<file path="config.mk">
export PLATFORM = sky130hd
export DESIGN_NAME = fetch_dispatch
export DESIGN_NICKNAME = d
export VERILOG_FILES = /design/src/rtl/fetch_dispatch.sv
export SDC_FILE = /design/constraint.sdc
export NUM_CORES = 1
export LEC_CHECK = 0
export CAP_MARGIN = 20
export CORE_MARGIN = 4
export CORE_UTILIZATION = 45
export DETAILED_ROUTE_END_ITERATION = 7
export PLACE_DENSITY = 0.84
export SYNTH_ARGS = -nofsm -noshare
export SYNTH_HDL_FRONTEND = slang
export SYNTH_SLANG_ARGS = --single-unit
</file>
<file path="constraint.sdc">
create_clock -name clk -period 1.8 [get_ports clk]
set_input_delay 0.18 -clock clk [delete_from_list [all_inputs] [get_ports clk]]
set_output_delay 0.18 -clock clk [all_outputs]
set_load 0.01 [all_outputs]
</file>
<file path="src/rtl/fetch_dispatch.sv">
// Instruction fetch/decode/dispatch sequencer: reads an 18-bit ROM word, hands MOV/ALU
// work to an execute unit, waits for done under a 4-bit watchdog, then retires.
module fetch_dispatch (
  input  logic        clk,
  input  logic        rst,
  input  logic        run,
  input  logic [17:0] instr_data,
  input  logic        done,
  output logic [7:0]  pc,
  output logic        rom_en,
  output logic [5:0]  opcode,
  output logic [5:0]  parameter1,
  output logic [5:0]  parameter2,
  output logic        start_mov,
  output logic        start_alu,
  output logic        donefetch,
  output logic        halted,
  output logic        err_illegal,
  output logic        err_timeout
);

  localparam int unsigned PC_W = 8;
  localparam int unsigned OP_W = 6;
  localparam int unsigned WD_W = 4;

  localparam logic [WD_W-1:0] WD_MAX = WD_W'(15);

  localparam logic [2:0] S_FETCH  = 3'd0;
  localparam logic [2:0] S_LOAD   = 3'd1;
  localparam logic [2:0] S_DECODE = 3'd2;
  localparam logic [2:0] S_EXEC   = 3'd3;
  localparam logic [2:0] S_RETIRE = 3'd4;
  localparam logic [2:0] S_HALT   = 3'd5;

  localparam logic [OP_W-1:0] OP_MOV  = OP_W'(0);
  localparam logic [OP_W-1:0] OP_ALU1 = OP_W'(1);
  localparam logic [OP_W-1:0] OP_ALU2 = OP_W'(2);
  localparam logic [OP_W-1:0] OP_HALT = OP_W'(63);

  logic [2:0]      r_state;
  logic [PC_W-1:0] r_pc;
  logic [OP_W-1:0] r_opcode;
  logic [OP_W-1:0] r_param1;
  logic [OP_W-1:0] r_param2;
  logic [WD_W-1:0] r_wd;
  logic            r_start_mov;
  logic            r_start_alu;
  logic            r_donefetch;
  logic            r_halted;
  logic            r_err_illegal;
  logic            r_err_timeout;

  logic [2:0]      w_state_nxt;
  logic [PC_W-1:0] w_pc_nxt;
  logic [WD_W-1:0] w_wd_nxt;
  logic            w_ir_load;
  logic            w_start_mov_nxt;
  logic            w_start_alu_nxt;
  logic            w_donefetch_nxt;
  logic            w_halted_nxt;
  logic            w_illegal_set;
  logic            w_timeout_set;
  logic            w_rom_en;

  // Next-state and registered-output decode; start_* and donefetch are set on entry to their state.
  always_comb begin
    w_state_nxt     = r_state;
    w_pc_nxt        = r_pc;
    w_wd_nxt        = r_wd;
    w_ir_load       = 1'b0;
    w_start_mov_nxt = 1'b0;
    w_start_alu_nxt = 1'b0;
    w_donefetch_nxt = 1'b0;
    w_halted_nxt    = r_halted;
    w_illegal_set   = 1'b0;
    w_timeout_set   = 1'b0;
    w_rom_en        = 1'b0;
    case (r_state)
      S_FETCH: begin
        if (run) begin
          w_rom_en    = 1'b1;
          w_state_nxt = S_LOAD;
        end
      end
      S_LOAD: begin
        w_ir_load   = 1'b1;
        w_state_nxt = S_DECODE;
      end
      S_DECODE: begin
        case (r_opcode)
          OP_MOV: begin
            w_state_nxt     = S_EXEC;
            w_start_mov_nxt = 1'b1;
            w_wd_nxt        = '0;
          end
          OP_ALU1, OP_ALU2: begin
            w_state_nxt     = S_EXEC;
            w_start_alu_nxt = 1'b1;
            w_wd_nxt        = '0;
          end
          OP_HALT: begin
            w_state_nxt  = S_HALT;
            w_halted_nxt = 1'b1;
          end
          default: begin
            w_illegal_set   = 1'b1;
            w_donefetch_nxt = 1'b1;
            w_state_nxt     = S_RETIRE;
          end
        endcase
      end
      S_EXEC: begin
        // done wins over an expiring watchdog in the same cycle
        if (done) begin
          w_state_nxt     = S_RETIRE;
          w_donefetch_nxt = 1'b1;
        end else if (r_wd == WD_MAX) begin
          w_timeout_set   = 1'b1;
          w_state_nxt     = S_RETIRE;
          w_donefetch_nxt = 1'b1;
        end else begin
          w_wd_nxt        = r_wd + WD_W'(1);
          w_start_mov_nxt = r_start_mov;
          w_start_alu_nxt = r_start_alu;
        end
      end
      S_RETIRE: begin
        w_pc_nxt    = r_pc + PC_W'(1);
        w_state_nxt = S_FETCH;
      end
      S_HALT: begin
        w_state_nxt = S_HALT;
      end
      default: begin
        w_state_nxt = S_FETCH;
      end
    endcase
  end

  // State, program counter, instruction register and flags.
  always_ff @(posedge clk or posedge rst) begin
    if (rst) begin
      r_state       <= S_FETCH;
      r_pc          <= '0;
      r_opcode      <= '0;
      r_param1      <= '0;
      r_param2      <= '0;
      r_wd          <= '0;
      r_start_mov   <= 1'b0;
      r_start_alu   <= 1'b0;
      r_donefetch   <= 1'b0;
      r_halted      <= 1'b0;
      r_err_illegal <= 1'b0;
      r_err_timeout <= 1'b0;
    end else begin
      r_state     <= w_state_nxt;
      r_pc        <= w_pc_nxt;
      r_wd        <= w_wd_nxt;
      r_start_mov <= w_start_mov_nxt;
      r_start_alu <= w_start_alu_nxt;
      r_donefetch <= w_donefetch_nxt;
      r_halted    <= w_halted_nxt;
      if (w_ir_load) begin
        r_opcode <= instr_data[17:12];
        r_param1 <= instr_data[11:6];
        r_param2 <= instr_data[5:0];
      end
      if (w_illegal_set) r_err_illegal <= 1'b1;
      if (w_timeout_set) r_err_timeout <= 1'b1;
    end
  end

  // ROM strobe follows run in FETCH so the first fetch lands in the first run cycle.
  assign rom_en      = w_rom_en & ~rst;
  assign pc          = r_pc;
  assign opcode      = r_opcode;
  assign parameter1  = r_param1;
  assign parameter2  = r_param2;
  assign start_mov   = r_start_mov;
  assign start_alu   = r_start_alu;
  assign donefetch   = r_donefetch;
  assign halted      = r_halted;
  assign err_illegal = r_err_illegal;
  assign err_timeout = r_err_timeout;

endmodule

</file>
# After elaboration in Yosys (flattened, before gate mapping)

Cells that the tools add are included.

Input port bits: 22
Word-level logic and storage cells: 64
Output and inout bits: 33
Flip-flop bits (word level): 39

Muxes and demuxes: 25
$add $sub $neg: 2
Reduce and logical (&&, ||, !) cells: 9
Equality and inequality tests: 14
Bitwise logic cells: 2

Operators with widths:

| operator                                                         | number |
|---|---|
| 3-bit one-hot mux with 5 select lines                            | 1 |
| 1-bit 2-to-1 mux                                                 | 13 |
| 4-bit 2-to-1 mux                                                 | 3 |
| 3-bit 2-to-1 mux                                                 | 3 |
| 8-bit by 1-bit adder with 8-bit output (second input constant)   | 1 |
| 2-bit != test (second input constant)                            | 4 |
| 4-bit one-hot mux with 2 select lines                            | 1 |
| 3-bit by 2-bit == test with 1-bit output (second input constant) | 2 |
| 3-bit == test (second input constant)                            | 2 |
| 6-bit by 1-bit == test with 1-bit output (second input constant) | 1 |
| 6-bit by 2-bit == test with 1-bit output (second input constant) | 1 |
| 6-bit == test (second input constant)                            | 1 |
| 6-bit zero test                                                  | 1 |
| 1-bit one-hot mux with 2 select lines                            | 3 |
| 3-bit one-hot mux with 2 select lines                            | 1 |
| 4-bit by 1-bit adder with 4-bit output (second input constant)   | 1 |
| 4-bit == test (second input constant)                            | 1 |
| 2-bit AND reduction                                              | 2 |
| 4-bit AND reduction                                              | 1 |
| 4-bit OR reduction                                               | 1 |
| 3-bit by 1-bit == test with 1-bit output (second input constant) | 1 |
| 3-bit zero test                                                  | 1 |
| 3-bit != test (second input constant)                            | 1 |
| 3-bit OR reduction                                               | 1 |
| other kinds (4)                                                  | 4 |

# Depth between registers and ports, before layout

Gate-level depths: netlist (run 1).

Depth in word-level cells: 4
Mapped depth: 5
Mapped depth without buffers: 5

# Least setup slack after synthesis (run 1)

OpenSTA, ideal clock, no wires.

Path type: reg-to-reg
Start point: reg r_opcode[2] (netlist: opcode[2])
End point: reg r_wd[2]
Slack: 0.152 ns
Buffers on the path: 0
Required time: 1.662 ns
Library setup time: 0.138 ns
Data arrival time: 1.510 ns
Clock period less this slack: 1.648 ns
Stages on the path, launching flop included: 5
Path through: dfrtp_1 -> or4_4 -> or3b_4 -> o21ai_1 -> a2bb2oi_1

Longest elaborated chain between the ends: 4
Elaborated cells on any way between the ends: 6
Classes of those cells: eq/ne (3); reduce/logical (3)

RTL lines:

| item                                                             | line | source |
|---|---|---|
| from (decl)                                                      | 42   | `logic [OP_W-1:0] r_opcode;` |
| from (signal assigned)                                           | 164  | `r_opcode <= instr_data[17:12];` |
| 6-bit by 1-bit == test with 1-bit output (tied with other cells) | 90   | `case (r_opcode)` |
| 3-bit OR reduction (no source line) *                            | -    |  |
| 2-bit != test (no source line) *                                 | -    |  |
| 4-bit AND reduction (no source line) *                           | -    |  |
| to (signal assigned)                                             | 158  | `r_wd <= w_wd_nxt;` |
| to (decl)                                                        | 45   | `logic [WD_W-1:0] r_wd;` |

Mark *: on every way between the ends. The rest lies on a longest branch, timed or not.
A chain may end at the register's enable or synchronous reset.

# Final worst setup path (run 1)

Start point: reg r_state[2]
End point: reg r_opcode[4] (netlist: opcode[4])

Longest elaborated chain between the ends: 2

RTL lines:

| item                                     | line | source |
|---|---|---|
| from (decl)                              | 40   | `logic [2:0] r_state;` |
| from (signal assigned)                   | 156  | `r_state <= w_state_nxt;` |
| 3-bit by 1-bit == test with 1-bit output | 78   | `case (r_state)` |
| 1-bit 2-to-1 mux                         | 78   |  |

No other way between the ends.

==> flow_summary.toml, run 1 <==
[run_status]
outcome = "finished, final reports clean"

[timing]
fin_skew_ps = 6.36
fin_ws_ps = 91.1
setup_viol = 0
max-slew-margin-rel = 0.677
worst_pin_slew_ps = 485
hold_viol = 0
finalCritPeriodShare = 0.949
slew_viol_final = 0
fin_crit_ps = 1710
rsz0062_at_grt = "no"
whs_ps = 362
maxClockFrequency_mhz = 585
setup-tns-final_ps = 0

[critical_path]
r2r-start = "r_state[2]"
rr_endpoint = "opcode[4]"
critPathLaunchType = "flip-flop"
cp_common_cell = "buf_4"
r2r_setup_slack_ps = 90
crit_path_max_fanout = 12
crit_path_end_kind = "flip-flop"
crit_slowest_cell = "dfrtp_1"
worstPathArrival_ps = 1880
path_depth = 6
cp_top_family = "buffers and inverters"
cpPeakStageDelay_ps = 400
crit_buf_inv = 4
crit_path_cell_trace = "buf_4, buf_4, buf_4, nor3b_2, buf_4, mux2_2"
required_ps = 1970
r2r_cells = 6
path_class = "flip-flop to flip-flop"

[power_and_ir_drop]
finalPower_uw = 4040
p_leak_uw = 0.00107
p_sw_uw = 1330
clkPwrFrac = 0.185
pwr-share-seq = 0.371
p_per_area_nw_per_um2 = 1620
internal_power_uw = 2710
swShare = 0.328
combPwrFrac = 0.444
peakVddDrop_mv = 0.982

[global_route]
grt_pass1_wl_mm = 6.26
grt_max_degree = 40
grt_pass1_vias = 1451
grt_antenna_before_repair = 0
gr-total-overflow = 0
grt.total_usage = 0.164

[synthesis]
synth_area_per_cell_um2 = 12.5
ys.flop_type = "dfrtp_1"
synth-edff-count = 0
synthArstFlopShare = 1.00
synth_fp_nets = 161
syn_area_um2 = 1710
ys_seq_elements = 39
ys_types = 38
ys_seq_area_frac = 0.572
syn_inst = 137
synth_warnings = 0

[layout]
area_growth_pct = 45.7
fillCellCount = 277
num-nets-final = 227
drive_above_1_share = 0.240
ff_latch_area_um2 = 976
multi_input_area_um2 = 716
n_antenna_cell = 0
final_util = 0.679

[drt]
drc = 0
vias = 1336
postRouteAntennaNets = 0
wl_mm = 3.79
drt_iter0_markers = 49
wl_per_cell_um = 15.0
vias_per_cell = 5.30
firstDrtPassIters = 4

[clocking]
clk_pin_slew_worst_paths_ps = 70
cts-root-buf = "clkbuf_8"
cts_tree = "yes"
hold_buffers = 0
clk_path_buf_depth = 2
numCtsBuffers = 5
clock_latency_ps = 290
cts.htree.levels = 2
clkSinkCount = 39

[placed_design]
place_congestion = 0.794
port_buffers = 54
post-place-ws_ps = -262
hpwl_mm = 2.81

[floorplanning]
die_width_um = 69.6
initial_core_util = 0.466
core_area_um2 = 3660
die_y_um = 69.6
dieArea_um2 = 4840
rows = 22
io_pins = 55

[job]
drv_cap = 0

[worst_hold_path]
worstHoldPathType = "primary input to asynchronous set/reset pin"
-- final cells by class --
class	instances	area share
Timing Repair Buffer	64	0.245
Sequential cell	39	0.392
Multi-Input combinational cell	91	0.288
Clock buffer	6	0.0332
Tap cell	48	0.0241
Clock inverter	2	0.0141
Inverter	2	0.00302
-- worst reg2reg max path, cell delays in order, from the launching register on --
cell,delay [ps]
dfrtp_1,400
buf_4,140
buf_4,120
buf_4,140
nor3b_2,210
buf_4,240
mux2_2,360
-- metrics by stage --
stage                     instance area, um^2  std cells
final                                    2490        252
after global routing                     2490        252
after CTS                                2470        251
after detailed placement                 2350        242
after global placement                   2350        242
after floorplan                          1710        137
-- registers in the layout, summed over array words and instances, names as in the netlist --
name	flops
opcode	6
err_timeout	1
start_mov	1
err_illegal	1
parameter1	6
parameter2	6
start_alu	1
pc	8
r_state	3
donefetch	1
r_wd	4
halted	1
-- cells by family (layout without fill, tap and decap cells) --
group	after synthesis	after routing	synth area share
AND/OR/NAND/NOR	44	44	0.148
flip-flops	39	39	0.572
multiplexers	20	20	0.131
AO/OA/AOI/OAI	18	18	0.0806
XOR/XNOR	7	7	0.0359
buffers and inverters	7	74	0.0176
adder cells (fa/ha/maj)	2	2	0.0147
-- power by group through the flow --
stage	clock, uW	sequential (uW)	combinational, uW
floorplan	0	1600	806
global placement	0	1470	1730
detailed placement	0	1500	1780
CTS	763	1490	1790
global route	813	1540	1950
finish	747	1500	1800
-- per-layer routing --
layer,wire (um),track usage,vias to the layer above
met3,308,0.0652,8
met5,0,0,-
met2,1910,0.278,56
met4,55,0.0846,0
met1,1520,0.177,646
li1,-,-,626
-- repair_timing --
| item | in CTS | in global routing |
|---|---|---|
| resized for setup | 4 | 2 |
| setup buffers | 1 | 1 |
| endpoints found under the setup margin | 1 | 2 |
| pin swaps | 1 | 1 |
-- synth_stat cells, drive strengths merged (2+ instances only) --
| library cell | n | area share |
|---|---|---|
| inv | 2 | 0.0044 |
| o31ai | 2 | 0.0088 |
| xnor2 | 6 | 0.031 |
| nor3b | 2 | 0.012 |
| dfrtp | 39 | 0.57 |
| nand2 | 11 | 0.024 |
| o21ai | 4 | 0.012 |
| and3 | 3 | 0.011 |
| a22o | 2 | 0.010 |
| nand3 | 5 | 0.018 |
| nand4 | 6 | 0.022 |
| a31o | 2 | 0.010 |
| mux2 | 19 | 0.13 |
| buf | 4 | 0.011 |
| nand3b | 2 | 0.0088 |
| a31oi | 2 | 0.0073 |
| nor2 | 7 | 0.015 |
| ha | 2 | 0.015 |
| nor2b | 2 | 0.0073 |
-- how the worst max path moves through the flow --
| stage | from | to | slack (ps) |
|---|---|---|---|
| floorplan | opcode[2] | r_wd[2] | 150 |
| global placement | run | rom_en | -240 |
| detailed placement | run | rom_en | -260 |
| CTS | r_state[2] | rom_en | 2 |
| global route | r_state[2] | parameter2[4] | 10 |
| finish | r_state[2] | opcode[4] | 90 |
-- placed cells by master (no fill, tap or decap), types with 2 or more instances in the layout --
master           instances
a22o_1                   2
nor2b_1                  2
nand3_1                  4
buf_4                   10
clkdlybuf4s50_1         53
mux2_2                  19
nor2_1                   7
xnor2_1                  6
inv_1                    2
nand2_1                 11
o21ai_0                  2
nor3b_2                  2
clkbuf_8                 6
and3_1                   3
dfrtp_1                 39
o31ai_1                  2
o21ai_1                  2
nand3b_1                 2
nand4_1                  6
a31o_2                   2
ha_1                     2
Note: power is estimated with default switching activity, not from simulation.
==> inputs of run 2 (changes only) <==
ABC_CLOCK_PERIOD_IN_PS = 1800   (was not set)
==> results of run 2 <==
Same layout as run 1: the final DEF is identical, and so are final timing and power.
==> inputs of run 3 (changes only) <==
ABC_CLOCK_PERIOD_IN_PS = not set   (was 1800)
==> results of run 3 <==
Same layout as run 1: the final DEF is identical, and so are final timing and power.
